--- src/rtl/adc_spi_capture.sv ---
// SPI receive framer for an AD7476-style ADC: gates SCLK, shifts in one
// 16-bit frame per request and presents the 12-bit result with a valid strobe.
module adc_spi_capture #(
  parameter int FRAME_BITS  = 16,
  parameter int DATA_BITS   = 12,
  parameter int QUIET_EDGES = 2
) (
  input  logic                 clk,
  input  logic                 reset,
  input  logic                 sclk_in,
  input  logic                 start,
  input  logic                 miso,
  output logic                 cs_n,
  output logic                 sclk_out,
  output logic [DATA_BITS-1:0] sample_out,
  output logic                 sample_valid,
  output logic                 frame_err,
  output logic                 busy
);

  localparam int BCW = $clog2(FRAME_BITS + 1);
  localparam int QCW = $clog2(QUIET_EDGES + 1);

  typedef enum logic [2:0] {
    IDLE,
    ARM,
    SHIFT,
    STOP,
    QUIET
  } state_t;

  state_t                 state, state_d;
  logic                   sclk_q;
  logic                   rise, fall;
  logic [FRAME_BITS-1:0]  shreg, shreg_d;
  logic [BCW-1:0]         bit_cnt, bit_cnt_d;
  logic [QCW-1:0]         quiet_cnt, quiet_cnt_d;
  logic                   cs_n_d;
  logic [DATA_BITS-1:0]   sample_d;
  logic                   sample_valid_d;
  logic                   frame_err_d;

  // The ADC always sends zeros ahead of the data; anything else means a bad frame.
  function automatic logic lead_nonzero(input logic [FRAME_BITS-DATA_BITS-1:0] lead);
    return |lead;
  endfunction

  assign rise = sclk_in & ~sclk_q;
  assign fall = ~sclk_in & sclk_q;
  assign busy = (state != IDLE);

  always_comb begin
    state_d        = state;
    shreg_d        = shreg;
    bit_cnt_d      = bit_cnt;
    quiet_cnt_d    = quiet_cnt;
    cs_n_d         = cs_n;
    sample_d       = sample_out;
    sample_valid_d = 1'b0;
    frame_err_d    = frame_err;
    case (state)
      IDLE: begin
        if (start) state_d = ARM;
      end
      ARM: begin
        if (fall) begin
          cs_n_d    = 1'b0;
          bit_cnt_d = '0;
          state_d   = SHIFT;
        end
      end
      SHIFT: begin
        if (rise) begin
          shreg_d   = {shreg[FRAME_BITS-2:0], miso};
          bit_cnt_d = bit_cnt + 1'b1;
          if (bit_cnt == BCW'(FRAME_BITS - 1)) state_d = STOP;
        end
      end
      STOP: begin
        if (fall) begin
          cs_n_d         = 1'b1;
          sample_d       = shreg[DATA_BITS-1:0];
          frame_err_d    = lead_nonzero(shreg[FRAME_BITS-1:DATA_BITS]);
          sample_valid_d = 1'b1;
          quiet_cnt_d    = '0;
          state_d        = QUIET;
        end
      end
      QUIET: begin
        if (fall) begin
          quiet_cnt_d = quiet_cnt + 1'b1;
          if (quiet_cnt == QCW'(QUIET_EDGES - 1)) state_d = IDLE;
        end
      end
      default: state_d = IDLE;
    endcase
  end

  // Register stage: sclk_out tracks the next sclk_q so it stays aligned with cs_n.
  always_ff @(posedge clk) begin
    if (reset) begin
      state        <= IDLE;
      sclk_q       <= 1'b0;
      shreg        <= '0;
      bit_cnt      <= '0;
      quiet_cnt    <= '0;
      cs_n         <= 1'b1;
      sclk_out     <= 1'b1;
      sample_out   <= '0;
      sample_valid <= 1'b0;
      frame_err    <= 1'b0;
    end else begin
      state        <= state_d;
      sclk_q       <= sclk_in;
      shreg        <= shreg_d;
      bit_cnt      <= bit_cnt_d;
      quiet_cnt    <= quiet_cnt_d;
      cs_n         <= cs_n_d;
      sclk_out     <= cs_n_d | sclk_in;
      sample_out   <= sample_d;
      sample_valid <= sample_valid_d;
      frame_err    <= frame_err_d;
    end
  end

endmodule

--- config.mk ---
export PLATFORM = sky130hd
export DESIGN_NAME = adc_spi_capture
export DESIGN_NICKNAME = d
export VERILOG_FILES = /design/src/rtl/adc_spi_capture.sv
export SDC_FILE = /design/constraint.sdc
export NUM_CORES = 1
export LEC_CHECK = 0
export CAP_MARGIN = 15
export CORE_ASPECT_RATIO = 2
export CORE_MARGIN = 1
export CORE_UTILIZATION = 45
export CTS_CLUSTER_SIZE = 10
export DETAILED_ROUTE_END_ITERATION = 8
export PLACE_DENSITY = 0.74
export SLEW_MARGIN = 20
export SYNTH_ARGS = -nofsm -noshare
export SYNTH_HDL_FRONTEND = slang
export SYNTH_SLANG_ARGS = --single-unit
--- constraint.sdc ---
create_clock -name clk -period 1.9 [get_ports clk]
set_clock_uncertainty 0.2 [all_clocks]
set_input_delay 0.285 -clock clk [delete_from_list [all_inputs] [get_ports clk]]
set_output_delay 0.285 -clock clk [all_outputs]
set_load 0.02 [all_outputs]
==> results of run 1 <==
-- layout make-up --
cell class              count  area [sq um]  share of cell area, %
inverters                   5          18.8                  0.892
clock inverters             1          5.00                  0.238
clock buffers               6          82.6                   3.93
multi-input cells         122           724                   34.4
repair buffers             35           352                   16.7
flip-flops and latches     43           861                   40.9
well taps                  48          60.1                   2.86
-- layout by cell type (no fill, tap or decap), types with 3 or more instances in the layout --
cell type / n
nand2_1: 44
dfxtp_1: 43
a21oi_1: 21
clkdlybuf4s50_1: 20
a22o_1: 13
buf_4: 11
nand3_1: 7
clkbuf_8: 6
inv_1: 5
nor2_2: 3
o31ai_1: 3
ha_1: 3
buf_12: 3
-- worst max path at each step --
stage	endpoint	slack (ps)	cells past startpoint
after floorplan	bit_cnt[3]	370	5
after global placement	quiet_cnt[1]	-70	6
after detailed placement	quiet_cnt[1]	-150	6
after CTS	quiet_cnt[0]	120	6
after global routing	quiet_cnt[0]	10	6
final	quiet_cnt[0]	150	6
-- worst min-delay path, delay by kind of cell (launching register included) --
family	cells	cell delay (ps)
compound gates	1	50
flops	1	330
simple gates	1	50
-- state kept, by name (all words and copies together), names as in the netlist --
register / flops
shreg: 16
frame_err: 1
bit_cnt: 5
sample_valid: 1
state: 3
sclk_out: 1
sample_out: 12
sclk_q: 1
cs_n: 1
quiet_cnt: 2
-- cell families after synthesis --
kind of cell | synth area share (%)
fa+ha+maj | 2.26
compound gates | 19.1
buf+inv | 4.82
simple gates | 21.4
mux | 0.602
flops | 51.8
-- metrics by stage --
stage                     setup WS [ps]  std cells  TNS, ps
after floorplan                     368        181        0
after global placement            -66.3        253     -727
after detailed placement           -153        253    -3140
after CTS                           120        260        0
after global routing               11.0        260        0
final                               148        260        0
-- report_power, final --
part / internal [mW] / switching (mW) / total (mW)
Combinational: 0.0458 / 0.0604 / 0.106
Clock: 0.285 / 0.292 / 0.578
Sequential: 0.906 / 0.00452 / 0.911
Total: 1.24 / 0.357 / 1.59
-- per-layer routing --
metal	vias to the layer above	track usage, %
li1	684	-
met1	680	18.2
met2	24	36.9
met3	5	3.51
met4	0	8.26
met5	-	0
-- what timing repair did --
action,CTS,global route
pin swaps,0,1
gates resized for setup,2,0
endpoints found under the setup margin,1,1
==> metrics.md, run 1 <==
| Metric | Value |
|---|---|
| Die area | 3960 sq um |
| Final Critical Period | 1750 ps |
| Ys async rst share | 0% |
| DRC Markers | 0 |
| Clock latency on the worst-skew pair | between 200 and 300 ps |
| Most common cell in the netlist | nand2_1 |
| Pin count of the biggest net entering global routing | 30 |
| Worst Tran Pin Value | 490 ps |
| Sequential area share after synthesis | 51.8% |
| Synth top area cells | dfxtp_1 52%, nand2_1 9.9%, a22o_1 6.8%, a21oi_1 6.3%, ha_1 2.3% |
| Mean Syn Cell Area | between 9 and 10 sq um |
| Mapped Area | 1660 sq um |
| TritonCTS buffer count | 5 |
| DR pass1 iterations | 4 |
| Port Buffers | 21 |
| Crit Path Max Fanout | 17 |
| Dpl hpwl | about 2500 um |
| Ports | 22 |
| WS Path Type | in2reg |
| Tot Pwr | 1.59 mW |
| Slew HR | roughly 67% |
| Clock transition at path regs | 70 ps |
| Setup Buffers After CTS | 0 |
| Hold Path Origin | bit_cnt[4] |
| Crit path buffers/inverters | 2 |
| Maxcap violations | 0 |
| Max IR drop VDD | roughly 640 uV |
| CP max-delay cell | clkdlybuf4s50_1 |
| Number of synthesis warnings | 0 |
| Diodes inserted | 0 |
| CTS Root Cell | clkbuf_8 |
| Hold-fix buffers at CTS | 0 |
| Crit end category | flip-flop |
| Number of synthesized flops with an enable pin | 0 |
| Launching point of the worst reg2reg path | state[2] |
| Post-layout util | 60.9% |
| Die span in x | ~45 um |
| Slew Limit Fails | 0 |
| Worst Path Required | roughly 1900 ps |
| Bufs on Longest Clock Path | 2 |
| Slowest cell delay on critical path | 570 ps |
| DR WL/cell | 13.0 um |
| CTS tree | done |
| Yosys cell types | 35 |
| CP cell instances | clkdlybuf4s50_1 -> nor2b_1 -> buf_4 -> a31oi_4 -> nand3_1 -> o31ai_1 |
| Metal-1 WL | 1310 um |
| Vias per cell | approximately 5.4 |
| Vias in the first global route | 1,419 |
| Hold WC Path Type | reg2reg |
| Syn_nets | between 150 and 200 |
| Row cnt | 30 |
| Top sig layer | met4 |
| Startpoint Class | input port |
| Pwr dens | 758 nW/um^2 |
| Vias after detailed routing | 1,393 |
| Tcrit/Tclk final | 92.2% |
| Largest delay contributor family on the critical path | buffers and inverters |
| Post-route ant nets | 0 |
| Die H | 88.0 um |
| Post-synth top area share | 51.8% |
| P&R area growth vs syn | 26.5% |
| H-Tree Depth | 2 |
| Met2 routed WL | around 2000 um |
| Share of layout cells above drive strength 1 | 13.7% |
| RSZ-0062 raised after global routing | false |
| GRT Total Usage | between 10% and 20% |
| Placed Area | just over 2000 sq um |
| Number of fillers in the final layout | roughly 320 |
| Flop2flop setup slack | around 160 ps |
| Fin. Hold Viols | 0 |
| Routed WL | 3370 um |
| 1st-iter DRT viols | 19 |
| Hold path depth | 2 |
| Layout Nets | between 200 and 250 |
| Met3 wire len | 63 um |
| Tightest hold margin | approximately 260 ps |
| Clk sinks | 43 |
| Synthesized flop and latch total | 43 |
| Setup violators final | 0 |
| Leak | 0.760 nW |
| Status | finished, final reports clean |
| Starting Density | approximately half |
| Leading area contributor after synthesis | dfxtp_1 |
| Critical Path Source | sclk_in |
| Initial antenna violation count | 0 |
| Design area | 2100 sq um |
| Worst reg2reg endpoint | quiet_cnt[0] |
| GP Congestion | about 0.77 |
| Most used flip-flop cell after synthesis | dfxtp_1 |
| Post-synthesis cell count | 181 |
| Reg2Reg Depth | 5 |
| WHS Endpoint | bit_cnt[4] |
| Total gr overflow | 0 |
| Core ar. | roughly 3500 sq um |
| Top cells by count, synth | 44 x nand2_1, 43 x dfxtp_1, 21 x a21oi_1, 13 x a22o_1, 7 x nand3_1 |
| Global-route wire length before repair | 5740 um |
| Maximum clock rate | 571 MHz |
| Worst Path Arrival | 1760 ps |
Note: power is estimated with default switching activity, not from simulation.
==> run 2, diff against run 1 <==
CAP_MARGIN = default   (was 15)
CORE_UTILIZATION = 53   (was 45)
PLACE_DENSITY = 0.84   (was 0.74)
SLEW_MARGIN = default   (was 20)
==> run 2 against run 1 <==
Compared with the run above:
- sequential cell count did not move
- die area down 15%
- setup slack lost 28 ps
- fmax is 1.6% lower
- critical endpoint is now cs_n
- cell count down 5.4%
- combinational power rose by 9%
- wire length grew 7.3%
- worst hold slack gained 5.5 ps
==> metrics.md, run 2 (synthesis results as in run 1) <==
| Metric | Value |
|---|---|
| Vias in the first global route | 1,391 (-2.0%) |
| GP Congestion | 0.764 (-0.53%) |
| Vias after detailed routing | 1,375 (-1.3%) |
| Worst Tran Pin Value | 255 ps (-235 ps) |
| Slew HR | 82.7% (+15 points) |
| Largest register FFs | 16 (unchanged) |
| Placed Area | 2010 sq um (unchanged) |
| Routed WL | 3620 um (+7.3%) |
| H-Tree Depth | 2 (unchanged) |
| Biggest register | shreg |
| CTS Root Cell | clkbuf_8 |
| DRC Markers | 0 (unchanged) |
| CP cell instances | clkdlybuf4s50_1 |
| Largest delay contributor family on the critical path | buffers and inverters |
| WS Path Type | reg2out |
| Met1 usage | 23.4% (+5.2 points) |
| Most common cell after layout, fill and taps aside | nand2_1 |
| Starting Density | 55.8% (+7.7 points) |
| Vias per cell | 5.59 (+4.3%) |
| Final Critical Period | 1780 ps (+27.6 ps) |
| Fin. Hold Viols | 0 (unchanged) |
| Dpl hpwl | 2590 um (+4.8%) |
| Worst Path Required | 1410 ps (-500 ps) |
| Biggest regs | shreg x16, sample_out x12, bit_cnt x5 |
| Slew Limit Fails | 0 (unchanged) |
| Die span in x | 41.6 um (-7.5%) |
| Layout Nets | 223 (+1.4%) |
| Initial antenna violation count | 0 (unchanged) |
| Maximum clock rate | 562 MHz (-1.6%) |
| Post-route insts no fill | 246 (-5.4%) |
| Slowest cell delay on critical path | 620 ps (+50 ps) |
| DR WL/cell | 14.7 um (+13%) |
| Tcrit/Tclk final | 93.7% (+1.5 points) |
| Max IR drop VDD | 1020 uV (+59%) |
| Number of fillers in the final layout | 230 (-27%) |
| Pwr dens | 865 nW/um^2 (+14%) |
| Diodes inserted | 0 (unchanged) |
| Status | finished, final reports clean |
| Maxcap violations | 0 (unchanged) |
| Hold WC Path Type | reg2reg |
| Ports | 22 (unchanged) |
| CP max-delay cell | clkdlybuf4s50_1 |
| Design area | 2150 sq um (+2.1%) |
| Core ar. | 2980 sq um (-14%) |
| Setup violators final | 0 (unchanged) |
| Busiest grt layer | met2 |
| Tightest hold margin | 266 ps (+5.50 ps) |
| Met3 GRT Util | 6.22% (+2.7 points) |
| Global-route wire length before repair | 6110 um (+6.4%) |
| Placed insts | 238 (-5.9%) |
| GRT Total Usage | 23.9% (+4.8 points) |
| Crit path buffers/inverters | 1 (-1) |
| Final worst slack | 120 ps (-27.6 ps) |
| Row cnt | 28 (-6.7%) |
| Total gr overflow | 0 (unchanged) |
| Post-route ant nets | 0 (unchanged) |
| Die area | 3380 sq um (-15%) |
| Share of layout cells above drive strength 1 | 14.8% (+1.1 points) |
| Crit Path Max Fanout | 3 (-14) |
| Tot Pwr | 1.86 mW (+17%) |
| 1st-iter DRT viols | 54 (+35) |
| Multi-input logic area | 724 sq um (unchanged) |
| DR pass1 iterations | 4 (unchanged) |
| CTS tree | done |
| Worst Path Arrival | 1290 ps (-470 ps) |
| TritonCTS buffer count | 5 (unchanged) |
| Bufs on Longest Clock Path | 2 (unchanged) |
| P&R area growth vs syn | 29.2% |
| Clock latency on the worst-skew pair | 300 ps (about the same) |
| Crit end category | output pin |
| Placement Setup Slack | -103 ps (+50.3 ps) |
| Leak | 0.794 nW (+4.5%) |
| Pin count of the biggest net entering global routing | 19 (-37%) |
| Flip-flop and latch area | 861 sq um (unchanged) |
| Most frequent cells in the layout | 44 x nand2_1, 43 x dfxtp_1, 21 x a21oi_1 |
| Clk sinks | 43 (unchanged) |
| Die H | 81.2 um (-7.7%) |
| Startpoint Class | flip-flop |
| Port Buffers | 21 (unchanged) |
| Global Route met2 Usage | 44.7% (+7.8 points) |
| RSZ-0062 raised after global routing | false |
| Clock transition at path regs | 80 ps (about the same) |
[run 2: final cells by class]
type | instances | area share, %
Clock buffer | 6 | 3.38
Clock inverter | 2 | 2.80
Inverter | 5 | 0.874
Multi-Input combinational cell | 122 | 33.7
Sequential cell | 43 | 40.1
Tap cell | 30 | 1.75
Timing Repair Buffer | 38 | 17.4
[run 2: through the flow]
stage / util [%] / TNS [ps]
3_3_place_gp: 67.6 / -97.0
5_1_grt: 72.1 / 0
2_1_floorplan: - / 0
6_report: 72.1 / 0
3_5_place_dp: 67.6 / -1100
4_1_cts: 72.1 / 0
[run 2: path summary, 6_finish.rpt]
path | startpoint | endpoint | slack (ps) | depth (start not counted)
max | cs_n | cs_n | 120 | 1
min reg2reg | bit_cnt[4] | bit_cnt[4] | 270 | 2
min | bit_cnt[4] | bit_cnt[4] | 270 | 2
max reg2reg | state[1] | shreg[3] | 240 | 6
[run 2: metal layers]
metal	part of all wire, %	wire length (um)
met5	0	0
met1	39	1420
met4	1.5	54
met3	3.0	109
met2	56	2040
[run 2: power by group]
part,switching [mW],internal (mW)
clock,0.306,0.525
sequential,0.00549,0.906
combinational,0.0634,0.0525
[run 2: timing repair]
item                       CTS  global route
hold buffers                 0             0
buffers inserted             0             0
setup endpoints to repair    1             0
gates resized for setup      2             0
